==> src/rtl/muldiv_scheduler.sv <==
// muldiv_scheduler
// Two-port round-robin arbiter and sequencer in front of the MULDIV2 unit.
// Accepts one M-extension request at a time, issues it to the unit, waits
// the fixed multiply latency or the divider busy flag, then returns the
// captured result on the owning port's valid/ready response channel.
//
// Ports
//   clk, rstLow                      clock, async active-low reset
//   reqN_valid_i / reqN_ready_o      request handshake, N = 0 (execute), 1 (aux)
//   reqN_rs1_i, reqN_rs2_i           operands
//   reqN_funct3_i                    M-extension funct3
//   respN_valid_o / respN_ready_i    response handshake
//   respN_result_o                   captured result
//   md_rs1_o, md_rs2_o, md_funct3_o  operands/funct3 to MULDIV2 (registered)
//   md_start_o                       one-cycle start pulse to MULDIV2
//   md_busy_i, md_c_i                MULDIV2 busy flag and result
module muldiv_scheduler #(
  parameter int DATA_WIDTH = 32,
  parameter int MUL_LAT    = 1
) (
  input  logic                  clk,
  input  logic                  rstLow,
  input  logic                  req0_valid_i,
  output logic                  req0_ready_o,
  input  logic [DATA_WIDTH-1:0] req0_rs1_i,
  input  logic [DATA_WIDTH-1:0] req0_rs2_i,
  input  logic [2:0]            req0_funct3_i,
  input  logic                  req1_valid_i,
  output logic                  req1_ready_o,
  input  logic [DATA_WIDTH-1:0] req1_rs1_i,
  input  logic [DATA_WIDTH-1:0] req1_rs2_i,
  input  logic [2:0]            req1_funct3_i,
  output logic                  resp0_valid_o,
  input  logic                  resp0_ready_i,
  output logic [DATA_WIDTH-1:0] resp0_result_o,
  output logic                  resp1_valid_o,
  input  logic                  resp1_ready_i,
  output logic [DATA_WIDTH-1:0] resp1_result_o,
  output logic [DATA_WIDTH-1:0] md_rs1_o,
  output logic [DATA_WIDTH-1:0] md_rs2_o,
  output logic [2:0]            md_funct3_o,
  output logic                  md_start_o,
  input  logic                  md_busy_i,
  input  logic [DATA_WIDTH-1:0] md_c_i
);

  typedef enum logic [1:0] {IDLE, ISSUE, WAIT, RESP} state_t;

  localparam logic [2:0] LAT_INIT = (MUL_LAT == 0) ? 3'd0 : 3'(MUL_LAT - 1);

  state_t                r_state, w_next;
  logic [DATA_WIDTH-1:0] r_rs1, r_rs2, r_result;
  logic [2:0]            r_funct3, r_lat_cnt;
  logic                  r_owner, r_last;
  logic                  w_grant0, w_grant1;
  logic                  w_accept, w_capture, w_load_lat, w_dec_lat;

  // r_last = 1 means port 1 was granted last, so port 0 wins a tie.
  // Ready is masked by rstLow so it drops in the same cycle reset asserts.
  assign w_grant0 = rstLow & req0_valid_i & (~req1_valid_i | r_last);
  assign w_grant1 = rstLow & req1_valid_i & ~w_grant0;

  always_ff @(posedge clk or negedge rstLow) begin
    if (!rstLow) r_state <= IDLE;
    else         r_state <= w_next;
  end

  always_comb begin
    w_next        = r_state;
    w_accept      = 1'b0;
    w_capture     = 1'b0;
    w_load_lat    = 1'b0;
    w_dec_lat     = 1'b0;
    req0_ready_o  = 1'b0;
    req1_ready_o  = 1'b0;
    md_start_o    = 1'b0;
    resp0_valid_o = 1'b0;
    resp1_valid_o = 1'b0;
    case (r_state)
      IDLE: begin
        req0_ready_o = w_grant0;
        req1_ready_o = w_grant1;
        if (w_grant0 | w_grant1) begin
          w_accept = 1'b1;
          w_next   = ISSUE;
        end
      end
      ISSUE: begin
        md_start_o = 1'b1;
        if (!r_funct3[2]) begin
          if (MUL_LAT == 0) begin
            w_capture = 1'b1;
            w_next    = RESP;
          end else begin
            w_load_lat = 1'b1;
            w_next     = WAIT;
          end
        end else if (!md_busy_i) begin
          // divide resolved in the start cycle (special case or remainder shortcut)
          w_capture = 1'b1;
          w_next    = RESP;
        end else begin
          w_next = WAIT;
        end
      end
      WAIT: begin
        if (!r_funct3[2]) begin
          if (r_lat_cnt == 3'd0) begin
            w_capture = 1'b1;
            w_next    = RESP;
          end else begin
            w_dec_lat = 1'b1;
          end
        end else if (!md_busy_i) begin
          w_capture = 1'b1;
          w_next    = RESP;
        end
      end
      RESP: begin
        resp0_valid_o = ~r_owner;
        resp1_valid_o = r_owner;
        if (r_owner ? resp1_ready_i : resp0_ready_i) w_next = IDLE;
      end
      default: w_next = IDLE;
    endcase
  end

  // Operand registers only move on acceptance so the unit's
  // quotient-then-remainder shortcut survives idle periods.
  always_ff @(posedge clk or negedge rstLow) begin
    if (!rstLow) begin
      r_rs1     <= '0;
      r_rs2     <= '0;
      r_funct3  <= '0;
      r_owner   <= 1'b0;
      r_last    <= 1'b1;
      r_lat_cnt <= '0;
      r_result  <= '0;
    end else begin
      if (w_accept) begin
        r_rs1    <= w_grant0 ? req0_rs1_i    : req1_rs1_i;
        r_rs2    <= w_grant0 ? req0_rs2_i    : req1_rs2_i;
        r_funct3 <= w_grant0 ? req0_funct3_i : req1_funct3_i;
        r_owner  <= w_grant1;
        r_last   <= w_grant1;
      end
      if (w_load_lat)     r_lat_cnt <= LAT_INIT;
      else if (w_dec_lat) r_lat_cnt <= r_lat_cnt - 3'd1;
      if (w_capture)      r_result  <= md_c_i;
    end
  end

  assign md_rs1_o       = r_rs1;
  assign md_rs2_o       = r_rs2;
  assign md_funct3_o    = r_funct3;
  assign resp0_result_o = r_result;
  assign resp1_result_o = r_result;

endmodule
==> config.mk <==
export PLATFORM = sky130hd
export DESIGN_NAME = muldiv_scheduler
export DESIGN_NICKNAME = d
export VERILOG_FILES = /design/src/rtl/muldiv_scheduler.sv
export SDC_FILE = /design/constraint.sdc
export NUM_CORES = 1
export LEC_CHECK = 0
export ABC_CLOCK_PERIOD_IN_PS = 1840
export BUFFER_PORTS_ARGS = -buffer_cell sky130_fd_sc_hd__buf_2
export CORE_AREA = 2 2 118 120
export CTS_BUF_LIST = sky130_fd_sc_hd__clkbuf_8 sky130_fd_sc_hd__clkbuf_16
export CTS_CLUSTER_SIZE = 14
export DETAILED_ROUTE_END_ITERATION = 8
export DIE_AREA = 0 0 120 122
export GPL_TIMING_DRIVEN = 0
export PLACE_DENSITY = 0.78
export SLEW_MARGIN = 10
export SYNTH_ARGS = -nofsm -noshare
export SYNTH_HDL_FRONTEND = slang
export SYNTH_SLANG_ARGS = --single-unit
==> constraint.sdc <==
create_clock -name clk -period 1.84 [get_ports clk]
set_clock_uncertainty 0.15 [all_clocks]
set_input_delay 0.276 -clock clk [delete_from_list [all_inputs] [get_ports clk]]
set_output_delay 0.276 -clock clk [all_outputs]
set_load 0.02 [all_outputs]
---- Word-level counts from Yosys, hierarchy flattened ----
Cells that the tools add are included.
word-level totals
  output and inout bits ................... 136
  word-level logic and storage cells ...... 60
  memories kept ........................... 0
  memory bits (writable) .................. 0
  bits in registers ....................... 106
  latch bits .............................. 0
  input bits .............................. 173
  memory bits (read-only) ................. 0
operators by class
  equality and inequality tests ........... 7
  $mul .................................... 0
  $add $sub $neg .......................... 1
  magnitude comparators ................... 0
  bitwise logic cells ..................... 9
  reduce and logical (&&, ||, !) cells .... 4
  mux-type cells .......................... 31
  div/mod/pow operators ................... 0
  shift-type cells ........................ 0
operators with widths
  kind                                                 number
  two-way mux 32 bit                                   2
  two-way mux 1 bit                                    19
  two-way mux 2 bit                                    5
  two-way mux 3 bit                                    3
  one-hot mux 2 bit (4 select lines)                   1
  != test 3 bit, second input constant                 2
  AND 1 bit                                            4
  equality test 2 bit, second input constant           2
  != test 2 bit, second input constant                 2
  AND reduction 4 bit                                  1
  zero test 3 bit                                      1
  NOT 1 bit                                            3
  subtractor 3 x 1 -> 3 bit, second input constant     1
  equality test 2 x 1 -> 1 bit, second input constant  1
  zero test 2 bit                                      1
  bitwise OR 1 bit                                     2
  one-hot mux 1 bit (2 select lines)                   1
  nonzero test 2 bit                                   1

---- Longest topological paths before layout ----
  depth after elaboration ................. 8
  mapped depth ............................ 7
  gate-level depth less buffers ........... 6

---- Least setup slack after synthesis ----
OpenSTA, ideal clock, no wires.
  kind .................................... register to register
  start point ............................. register r_state[0]
  end point ............................... register r_result[10], in the netlist resp0_result_o[10]
  clock period less this slack ............ 1931 ps
  path slack .............................. -91 ps
  arrival ................................. 1656 ps
  stages on the path, launching flop included .. 8
  path buffers ............................ 1
  data required time ...................... 1565 ps
  setup time .............................. 125 ps
  cells stage by stage .................... dfrtp_1 -> inv_1 -> ha_1 -> inv_1 -> o32ai_2 -> nand2_2 -> buf_6 -> mux2_4
between the ends
  cells in the longest elaborated chain, start to end .. 2
  elaborated cells on any way between the ends .. 3
  classes of those cells .................. eq/ne: 2; mux: 1
RTL lines
  element                                                              RTL line  text
  start, declared                                                      51        state_t r_state, w_next;
  start signal, assigned                                               65        else r_state <= w_next;
  equality test 2 bit or equality test 2 x 1 -> 1 bit (tied branches)  79        case (r_state)
  one-hot mux 1 bit (2 select lines) (*)                               79
  end signal, assigned                                                 149       if (w_capture) r_result <= md_c_i;
  end, declared                                                        52        logic [DATA_WIDTH-1:0] r_rs1, r_rs2, r_result;
Every way passes the cells marked *; elsewhere a longest branch is shown, timed or not.
A chain may end at the register's enable or synchronous reset.

---- Worst setup path in the final report ----
  start point ............................. register r_state[0]
  end point ............................... register r_result[23], in the netlist resp0_result_o[23]
The elaborated chain is that of the path after synthesis.

==> flow_metrics.env <==
export IMPL_synth_fp_nets=629
export IMPL_fin_crit_sh_pct=107
export IMPL_synth_ff_latch_count=106
export IMPL_area_growth_pct=60.1
export IMPL_ys_flop_type="dfrtp_1"
export IMPL_cts_inserted_buffers=9
export IMPL_nets=995
export IMPL_cp_end_kind="flop"
export IMPL_seqPwrFrac_pct=29.2
export IMPL_worst_setup_path_start_kind="flop"
export IMPL_start_util_pct=38.0
export IMPL_status="finished with violations"
export IMPL_synth_seq_area_share_pct=51.7
export IMPL_route_detailed_drc=0
export IMPL_drive_gt1_share_pct=60.5
export IMPL_synth_avg_cell_area_um2=11.4
export IMPL_max_vdd_ir_drop_mv=0.612
export IMPL_first_pass_iters=6
export IMPL_ys_warnings_count=0
export IMPL_stdcell_area_um2=8220
export IMPL_layout_min_cycle_time_ns=1.98
export IMPL_report_final_slew_viol_count=0
export IMPL_overflow=0
export IMPL_synthCells=449
export IMPL_setup_violations=37
export IMPL_rsz0062_at_grt="yes"
export IMPL_num_antenna_cells=0
export IMPL_track_usage_pct=20.5
export IMPL_dp_hpwl_mm=10.7
export IMPL_insertion_delay_ns=0.35
export IMPL_max_freq_mhz=506
export IMPL_io_buffers=308
export IMPL_clockBufferDepth=2
export IMPL_clk_pin_slew_ns=0.07
export IMPL_power_static_leakage_nw=4.69
export IMPL_design_die_area_um2=14600
export IMPL_root_buffer="clkbuf_16"
export IMPL_pin_count=309
export IMPL_critical_path_peak_fanout=5
export IMPL_coreArea_um2=13500
export IMPL_required_ns=1.92
export IMPL_max_cap_violations=0
export IMPL_die_width_um=120
export IMPL_grt_pass1_vias=4574
export IMPL_arrival_ns=2.06
export IMPL_rows=43
export IMPL_switching_power_w=0.00591
export IMPL_design_power_total_w=0.0144
export IMPL_gp_congestion=0.779
export IMPL_hold_viol_final=77
export IMPL_grt_pass1_wl_mm=23.0
export IMPL_antenna_found_initial=0
export IMPL_timing_hold_ws_ns=-0.369
export IMPL_hp_class="in -> async"
export IMPL_htreeDepth=3
export IMPL_criticalPathCategory="reg -> reg"
export IMPL_switching_share_pct=41.1
export IMPL_violations="negative hold slack, negative setup slack"
export IMPL_syn_area_um2=5130
export IMPL_ant_nets=0
export IMPL_postCtsHoldBufs=14
export IMPL_comb_power_share_pct=57.3
export IMPL_synthArstFlopShare_pct=100
export IMPL_power_density_nw_per_um2=1750
export IMPL_fin_ws_ns=-0.138
export IMPL_vias=4662
export IMPL_tightest_slew_ns=0.362
export IMPL_grt_max_degree=58
export IMPL_synth_distinct_cells=32
export IMPL_routed_wl_mm=15.8
export IMPL_p_int_w=0.00848
export IMPL_numClockSinks=106
export IMPL_wl_per_cell_um=15.8
export IMPL_dr_first_iter_drc_count=170
export IMPL_vias_per_cell=4.66
export IMPL_dpl_cell_area_um2=6950
export IMPL_cts_tree="built"
export IMPL_chipHeight_um=122
export IMPL_p_clk_share_pct=13.5
export IMPL_synth_edf_count=0
export IMPL_relSlewSlack_pct=75.8
Yosys cell counts (3+ instances only):
cell type / n / area share, %
o21ai_0: 53 / 5.2
mux2_4: 30 / 8.8
buf_6: 5 / 1.1
mux2i_1: 68 / 13
buf_4: 33 / 4.8
clkbuf_1: 13 / 0.95
buf_2: 6 / 0.59
mux2_2: 3 / 0.66
inv_1: 7 / 0.51
a21oi_1: 4 / 0.39
o21ai_1: 19 / 1.9
dfrtp_1: 105 / 51
ha_1: 7 / 1.7
nand2_1: 73 / 5.3
final timing paths:
kind / start / endpoint / slack (ns) / depth (start not counted)
worst max register to register: r_state[0] / resp0_result_o[23] / -0.14 / 8
min in group clk: md_c_i[3] / resp0_result_o[3] / 0.01 / 2
worst max-delay path: r_state[0] / resp0_result_o[23] / -0.14 / 8
worst min-delay path: rstLow / resp0_result_o[27] / -0.37 / 1
worst min register to register: md_rs1_o[14] / md_rs1_o[14] / 0.33 / 2
max in group asynchronous: rstLow / resp0_result_o[18] / 1.28 / 2
worst max-delay path: stages (launching register included):
cell	delay, ns
dfrtp_1	0.42
inv_2	0.10
ha_4	0.15
inv_1	0.07
o32ai_4	0.27
nand2_4	0.12
buf_6	0.15
buf_8	0.13
mux2_4	0.30
sequential cells by signal, indices dropped and copies added (netlist names):
signal          cells
md_rs1_o           32
md_rs2_o           32
resp0_result_o     32
md_funct3_o         3
r_lat_cnt           3
r_state             2
r_last              1
r_owner             1
area by class of cell:
class / instances / area (um^2)
Fill cell: 1101 / 5290
Clock buffer: 10 / 239
Tap cell: 180 / 225
Multi-Input combinational cell: 279 / 2340
Inverter: 8 / 30.0
Timing Repair Buffer: 357 / 2180
Sequential cell: 106 / 2660
Buffer: 54 / 497
Clock inverter: 6 / 57.6
power by group through the flow:
stage | registers [W] | logic, W | clock network (W)
after floorplan | 0.00538 | 0.00337 | 0
after global placement | 0.00412 | 0.00679 | 0
after detailed placement | 0.00413 | 0.00688 | 0
after CTS | 0.00412 | 0.00765 | 0.00197
after global routing | 0.00435 | 0.00881 | 0.00207
final | 0.00421 | 0.00825 | 0.00194
layer usage:
metal  vias to the layer above  GRT usage [%]  share of wire, %  routed length (um)
li1                       2255              -                 -                   -
met3                        16           4.35               6.1                 957
met1                      2188           24.0                41                6440
met4                         0           7.13               1.7                 270
met5                         -              0                 0                   0
met2                       203           37.0                52                8140
cells by family (layout without fill, tap and decap cells):
logic type	after synthesis	after routing	synth area share, %
adders and majority gates	7	7	1.71
muxes	101	101	22.7
DFF	106	106	51.7
AOI/OAI and AO/OA	86	87	9.29
buffers and inverters	65	435	8.04
and+or+nand+nor	84	84	6.56
layout by cell type, fill, tap and decap left out, types with 14 or more instances in the layout:
master | Yosys | final
buf_4 | 33 | 52
dfrtp_1 | 105 | 104
buf_6 | 5 | 14
buf_2 | 6 | 305
nand2_1 | 73 | 53
dlygate4sd3_1 | 0 | 14
o21ai_1 | 19 | 51
mux2i_1 | 68 | 67
mux2_4 | 30 | 32
timing repair:
action | in CTS | in global routing
cloned | 3 | 5
buffers inserted | 23 | 5
pin swaps | 6 | 24
setup endpoints to repair | 99 | 105
resized for setup | 53 | 133
endpoints found under the hold margin | 91 | 55
per-stage QoR:
stage	cells	setup TNS [ns]	utilization [%]	hold WS [ns]	setup slack, ns
2_1_floorplan	449	-0.248	-	-0.170	-0.00827
3_3_place_gp	937	-260.44	51.2	0.308	-2.46
3_5_place_dp	938	-50.28	51.4	0.116	-0.825
4_1_cts	992	-2.31	58.0	-0.352	-0.0880
5_1_grt	1000	-7.97	60.9	-0.345	-0.187
6_report	1000	-3.85	60.9	-0.369	-0.138
(Power assumes the default switching activity.)
